### config.mk
export PLATFORM = sky130hd
export DESIGN_NAME = mul_div_unit
export DESIGN_NICKNAME = d
export VERILOG_FILES = /design/src/rtl/mul_div_unit.sv
export SDC_FILE = /design/constraint.sdc
export NUM_CORES = 1
export LEC_CHECK = 0
export CAP_MARGIN = 20
export CORE_UTILIZATION = 60
export DETAILED_ROUTE_END_ITERATION = 10
export PLACE_DENSITY = 0.84
export SLEW_MARGIN = 30
export SYNTH_ARGS = -nofsm -noshare
export SYNTH_HDL_FRONTEND = slang
export SYNTH_SLANG_ARGS = --single-unit
export TNS_END_PERCENT = 10
### constraint.sdc
create_clock -name clk -period 8.4 [get_ports clk]
set_clock_uncertainty 0.05 [all_clocks]
set_input_delay 1.68 -clock clk [delete_from_list [all_inputs] [get_ports clk]]
set_output_delay 1.68 -clock clk [all_outputs]
set_load 0.05 [all_outputs]
### src/rtl/mul_div_unit.sv
// mul_div_unit: iterative unsigned multiply / divide unit for the execute stage.
//
// Multiplies by shift-add (2*WIDTH product) and divides by restoring division
// (quotient + remainder). Each operation takes WIDTH iterations, one per cycle.
// A start/busy/done handshake lets control stall the pipeline while a result
// is in flight.
//
// Ports:
//   clk        rising-edge clock
//   rstN       asynchronous active-low reset
//   start      request, sampled only while idle
//   op         0 = MUL, 1 = DIV (unsigned), sampled with start
//   a, b       multiplicand/dividend, multiplier/divisor
//   busy       high while an operation is running or completing
//   done       one-cycle pulse, results valid
//   result     MUL: product low half;  DIV: quotient
//   resultExt  MUL: product high half; DIV: remainder
//   divByZero  last DIV had a zero divisor
//   zeroFlag   {resultExt, result} == 0 for the last completed operation
module mul_div_unit #(
  parameter int unsigned WIDTH = 32
) (
  input  logic             clk,
  input  logic             rstN,
  input  logic             start,
  input  logic             op,
  input  logic [WIDTH-1:0] a,
  input  logic [WIDTH-1:0] b,
  output logic             busy,
  output logic             done,
  output logic [WIDTH-1:0] result,
  output logic [WIDTH-1:0] resultExt,
  output logic             divByZero,
  output logic             zeroFlag
);

  localparam int unsigned CntW = (WIDTH > 1) ? $clog2(WIDTH) : 1;

  typedef enum logic [1:0] {
    StIdle,
    StRun,
    StDone
  } state_e;

  state_e               state_q, state_d;
  logic                 op_q, op_d;
  // Multiplicand for MUL, divisor for DIV.
  logic [WIDTH-1:0]     opnd_q, opnd_d;
  // MUL: {product high, multiplier/product low}; DIV: {remainder, dividend/quotient}.
  logic [2*WIDTH-1:0]   acc_q, acc_d;
  logic [CntW-1:0]      cnt_q, cnt_d;
  logic [WIDTH-1:0]     result_q, result_d;
  logic [WIDTH-1:0]     result_ext_q, result_ext_d;
  logic                 div_by_zero_q, div_by_zero_d;
  logic                 zero_q, zero_d;

  // One shift-add multiply step; carry-out of the WIDTH+1-bit adder shifts into the top.
  logic [WIDTH:0]       mul_sum;
  logic [2*WIDTH-1:0]   mul_next;
  assign mul_sum  = {1'b0, acc_q[2*WIDTH-1:WIDTH]} + {1'b0, opnd_q};
  assign mul_next = acc_q[0] ? {mul_sum, acc_q[WIDTH-1:1]} : {1'b0, acc_q[2*WIDTH-1:1]};

  // One restoring divide step: shift the next dividend bit into the remainder, trial
  // subtract. A negative difference means the remainder was below the divisor, so the
  // shifted value still fits in WIDTH bits when restored.
  logic [WIDTH:0]       div_shift;
  logic [WIDTH:0]       div_diff;
  logic [2*WIDTH-1:0]   div_next;
  assign div_shift = {acc_q[2*WIDTH-1:WIDTH], acc_q[WIDTH-1]};
  assign div_diff  = div_shift - {1'b0, opnd_q};
  assign div_next  = div_diff[WIDTH] ? {div_shift[WIDTH-1:0], acc_q[WIDTH-2:0], 1'b0}
                                     : {div_diff[WIDTH-1:0], acc_q[WIDTH-2:0], 1'b1};

  logic [2*WIDTH-1:0]   iter_acc;
  assign iter_acc = op_q ? div_next : mul_next;

  always_comb begin
    state_d       = state_q;
    op_d          = op_q;
    opnd_d        = opnd_q;
    acc_d         = acc_q;
    cnt_d         = cnt_q;
    result_d      = result_q;
    result_ext_d  = result_ext_q;
    div_by_zero_d = div_by_zero_q;
    zero_d        = zero_q;

    unique case (state_q)
      StIdle: begin
        if (start) begin
          op_d          = op;
          opnd_d        = op ? b : a;
          acc_d         = {{WIDTH{1'b0}}, (op ? a : b)};
          cnt_d         = '0;
          div_by_zero_d = 1'b0;
          if (op && (b == '0)) begin
            // Divide by zero skips the iterations entirely.
            result_d      = '1;
            result_ext_d  = a;
            div_by_zero_d = 1'b1;
            zero_d        = 1'b0;
            state_d       = StDone;
          end else begin
            state_d = StRun;
          end
        end
      end
      StRun: begin
        acc_d = iter_acc;
        cnt_d = cnt_q + 1'b1;
        if (cnt_q == CntW'(WIDTH - 1)) begin
          result_d     = iter_acc[WIDTH-1:0];
          result_ext_d = iter_acc[2*WIDTH-1:WIDTH];
          zero_d       = (iter_acc == '0);
          state_d      = StDone;
        end
      end
      StDone: begin
        state_d = StIdle;
      end
      default: begin
        state_d = StIdle;
      end
    endcase
  end

  always_ff @(posedge clk or negedge rstN) begin
    if (!rstN) begin
      state_q       <= StIdle;
      op_q          <= 1'b0;
      opnd_q        <= '0;
      acc_q         <= '0;
      cnt_q         <= '0;
      result_q      <= '0;
      result_ext_q  <= '0;
      div_by_zero_q <= 1'b0;
      zero_q        <= 1'b1;
    end else begin
      state_q       <= state_d;
      op_q          <= op_d;
      opnd_q        <= opnd_d;
      acc_q         <= acc_d;
      cnt_q         <= cnt_d;
      result_q      <= result_d;
      result_ext_q  <= result_ext_d;
      div_by_zero_q <= div_by_zero_d;
      zero_q        <= zero_d;
    end
  end

  assign busy      = (state_q != StIdle);
  assign done      = (state_q == StDone);
  assign result    = result_q;
  assign resultExt = result_ext_q;
  assign divByZero = div_by_zero_q;
  assign zeroFlag  = zero_q;

endmodule

Word level (Yosys, flattened, before mapping)
Cells that the tools add are included.
W data, S select, Z words.

cells by class
  add/sub/neg operators = 3
  eq/ne operators = 6
  muxes and demuxes = 26
  reductions and logical operators = 10

operators with widths
  operator               number
  $mux W32               8
  $mux W64               4
  $pmux W32 S2           2
  $pmux W64 S2           1
  $logic_not A64 Y1      1
  $add A32 B32 Y33       1
  $sub A33 B32 Y33       1
  $logic_not A32 Y1      1
  $pmux W5 S2            1
  $mux W2                3
  $ne A2 B2 Y1 const B   3
  $reduce_and A2 Y1      3
  $add A5 B1 Y5 const B  1
  $eq A5 B5 Y1 const B   1
  $mux W5                1
  $mux W1                4
  $pmux W2 S2            1
  $reduce_and A4 Y1      1
  $reduce_bool A2 Y1     2
  $eq A2 B1 Y1 const B   1
  $eq A2 B2 Y1 const B   1
  $logic_not A2 Y1       1
  $pmux W1 S2            1
  $logic_and A1 B1 Y1    1

word-level totals
  register bits = 170
  input bits = 68
  output and inout bits = 68

Longest topological paths before layout
  depth in word-level cells = 6
  mapped depth = 17

Least setup slack after synthesis
OpenSTA, ideal clock, no wires.

  path kind = input-to-reg
  start = input b[27]
  end = register zero_q, in the netlist zeroFlag
  setup time = 0.072 ns
  arrival time = 3.662 ns
  setup slack = 4.617 ns
  stages = 12
  buffers on the path = 0
  path through = or4_1 nor4_1 and4_1 and2_1 a21oi_1 inv_2 nand3_1 nor3_1 nor4bb_1 and4_1 nand4_1 o21ai_1

between the ends
  longest elaborated chain between the ends = 4

RTL lines
  item                                RTL line  text
  start: declaration                  28        input logic [WIDTH-1:0] b,
  $logic_not A32 Y1                   96        if (op && (b == '0)) begin
  $logic_and A1 B1 Y1                 96
  $ne A2 B2 Y1 (no source line)       --
  $reduce_and A4 Y1 (no source line)  --
  end signal: assignment              147       zero_q <= zero_d;
  end: declaration                    55        logic zero_q, zero_d;

No other way between the ends.
A chain may end at the register's enable or synchronous reset.

Final worst setup path
  start = input b[4]
  end = register result_ext_q[14], in the netlist resultExt[14]

between the ends
  longest elaborated chain between the ends = 4

RTL lines
  item                                RTL line  text
  $logic_not A32 Y1                   96
  $logic_and A1 B1 Y1                 96
  $ne A2 B2 Y1 (no source line)       --
  $reduce_and A4 Y1 (no source line)  --
  end signal: assignment              145       result_ext_q <= result_ext_d;
  end: declaration                    53        logic [WIDTH-1:0] result_ext_q, result_ext_d;

No other way between the ends.

==> run summary <==
worst path cell trace: clkdlybuf4s50_1, nor4_1, nand4_1, nor4_1, and4_1, and2_1, a21oi_4, buf_16, inv_2, buf_4, o211ai_1, o21a_1
CTS H-Tree Depth: 4
Final Hold Viols: 0
RePlAce Congestion: 0.945
Worst-Skew Late Latency: 0.44 ns
n_diodes: 0
Worst Setup EP: resultExt[14]
Gate Count Post-Synth: 1502
Slew @ Worst Pin: 1.03 ns
Worst Path Arrival: 5.46 ns
hold slack: 0.457 ns
Netlist Area Pre-Place: 0.0124 sq mm
DR DRC count: 0
share of the synthesized area in the top cell type: 34.2%
period utilisation layout: 61.8%
Setup Crit Path Kind: in2reg
largest net degree at the start of global routing: 102
Slew HR: 31.4%
dpl cell area: 0.0138 sq mm
Sink Count: 170
overflow left after global routing: 0
first-pass GRT wire length: 64.1 mm
slowest CP cell: nor4_1
fmax: 0.193 GHz
Cells after DPL: 1824
hold path start: resultExt[24]
Post-DRT Antenna Nets: 0
vias in the first global route: 11.7k
cell area after layout: 0.0144 sq mm
TritonCTS buffer count: 17
die area: 0.0212 sq mm
critical path's top delay family: simple AND/OR/NAND/NOR gates
router iterations before antenna repair: 7
area leader, netlist: dfrtp_1
IO Count: 136
reg-to-reg startpoint: acc_q[31]
CP required: 8.67 ns
CTS tree: yes
run status: complete, no violations
post-route setup TNS: 0 ns
via/cell ratio: 6.50
Area Overhead vs Synth: 16.6%
Avg Synthesized Cell Area: 8.24 sq um
Synth Flop Type: dfrtp_1
final non-filler cell total: 1857
clock slew at reported path FFs: 0.06 ns
Async SR Flop Fraction: 100%
Post-synth EDFFs: 0
Initial Utilization: 61.2%
WL final: 41.0 mm
Post-CTS Setup Inserts: 0
critical path fanouts, max: 89
RSZ-0062 raised after global routing: false
core area: 0.0202 sq mm
CP Depth: 12
critical path's largest stage delay: 0.77 ns
critical path launch point: b[4]
worst hold path type: reg2reg
layout cells sized above 1: 5.04%
Bufs and invs on worst path: 4
hold buffer count at CTS: 0
Crit. End Element: register
Synth area leaders: dfrtp_1, ha_1, mux2i_1
warnings from Yosys: 0
count leader, synth: dfrtp_1
sequential fraction of the synthesis area: 34.4%
number of max-cap violations: 0
PortBufs: 135
Slew Limit Fails: 0
Iter 0 DRT Violations: 1138
count of final setup violators: 0
antenna violations before repair: 0
FF-to-FF setup slack: 3.54 ns
dpl hpwl: 30.1 mm
final net count: 1710
critical path startpoint category: input port
die height: 146 um
Avg WL per Cell: 22.1 um
synth cell count leaders: dfrtp_1, nand2_1, a21oi_1, nor2_1, o21ai_0
PostCTS Resize Cnt: 0
Most common cell on crit path: nor4_1
clock root buffer master: clkbuf_16
Tot GR Track Use: 39.1%
Die Wd: 146 um
Tmin final: 5.19 ns
Yosys cell types: 75
via count: 12.1k
Reg2Reg Capture Point: zeroFlag
CTS max path bufs: 2
Syn Nets: 1638
Seq cells post-synth: 170
Rows: 52
worst reg2reg path depth: 17
==> flip-flops by register name, indices dropped and copies added (netlist names) <==
signal     flops
acc_q         64
opnd_q        32
resultExt     32
result        32
cnt_q          5
state_q        2
divByZero      1
op_q           1
zeroFlag       1
==> kinds of logic after synthesis <==
group           synth area share (%)
compound gates                  25.8
simple gates                    17.4
flops                           34.4
buf+inv                         4.70
mux                             6.77
fa+ha+maj                       6.99
xor+xnor                        3.89
==> per-layer routing <==
layer	vias to the layer above	share of wire [%]	global-route usage (%)
met4	0	5.7	20.7
met2	677	46	61.8
li1	5600	-	-
met3	144	7.8	6.90
met5	-	0	0
met1	5658	41	51.5
==> per-stage QoR <==
stage	utilization [%]	setup slack, ns
4_1_cts	71.2	3.42
3_3_place_gp	68.2	3.33
2_1_floorplan	-	4.62
3_5_place_dp	68.2	3.03
5_1_grt	71.3	3.08
6_report	71.3	3.21
==> worst min-delay path by stage <==
stage                               end  slack [ns]  cells past startpoint
after CTS                 resultExt[24]        0.45                      2
final                     resultExt[24]        0.46                      2
after floorplan              opnd_q[10]        0.43                      2
after global routing       resultExt[7]        0.48                      2
after detailed placement   resultExt[4]        0.43                      2
after global placement    resultExt[24]        0.42                      2
==> placed cells by master, fill, tap and decap left out, drive strengths merged, types with 4 or more instances in the layout <==
cell,Yosys,routed
dfrtp,169,169
nand2,167,167
a21oi,148,148
nor2,147,147
clkdlybuf4s50,0,133
o21ai,123,123
mux2i,77,77
a211oi,77,77
ha,66,66
inv,53,60
nor2b,41,41
a21o,38,38
xnor2,33,33
nand3,25,25
a31oi,25,25
xor2,22,22
nand4,19,19
nor3,19,19
clkbuf,74,19
nor4,16,16
buf,22,15
o211ai,14,14
o21a,10,10
and2,8,8
o31ai,8,8
a2111oi,8,8
a211o,6,6
or3,6,6
mux2,6,6
a22oi,6,6
o22ai,5,5
o21bai,5,5
nand2b,5,5
a31o,4,4
and4,4,4
or2,4,4
a311oi,4,4
clkinv,0,4
==> area by class of cell <==
class | count | area (sq um)
Fill cell | 1571 | 5800
Clock inverter | 14 | 161
Inverter | 53 | 199
Timing Repair Buffer | 149 | 1490
Multi-Input combinational cell | 1183 | 7560
Sequential cell | 170 | 4260
Tap cell | 270 | 338
Clock buffer | 18 | 429
==> worst min-delay path, stage by stage, from the launching register on <==
cell and delay [ns]:
dfrtp_1 0.36, nand2_1 0.05, o21ai_0 0.06
Power is left out: the tool's default activity adds up to more than one toggle a clock period on the data nets, which glitch-free logic cannot reach.
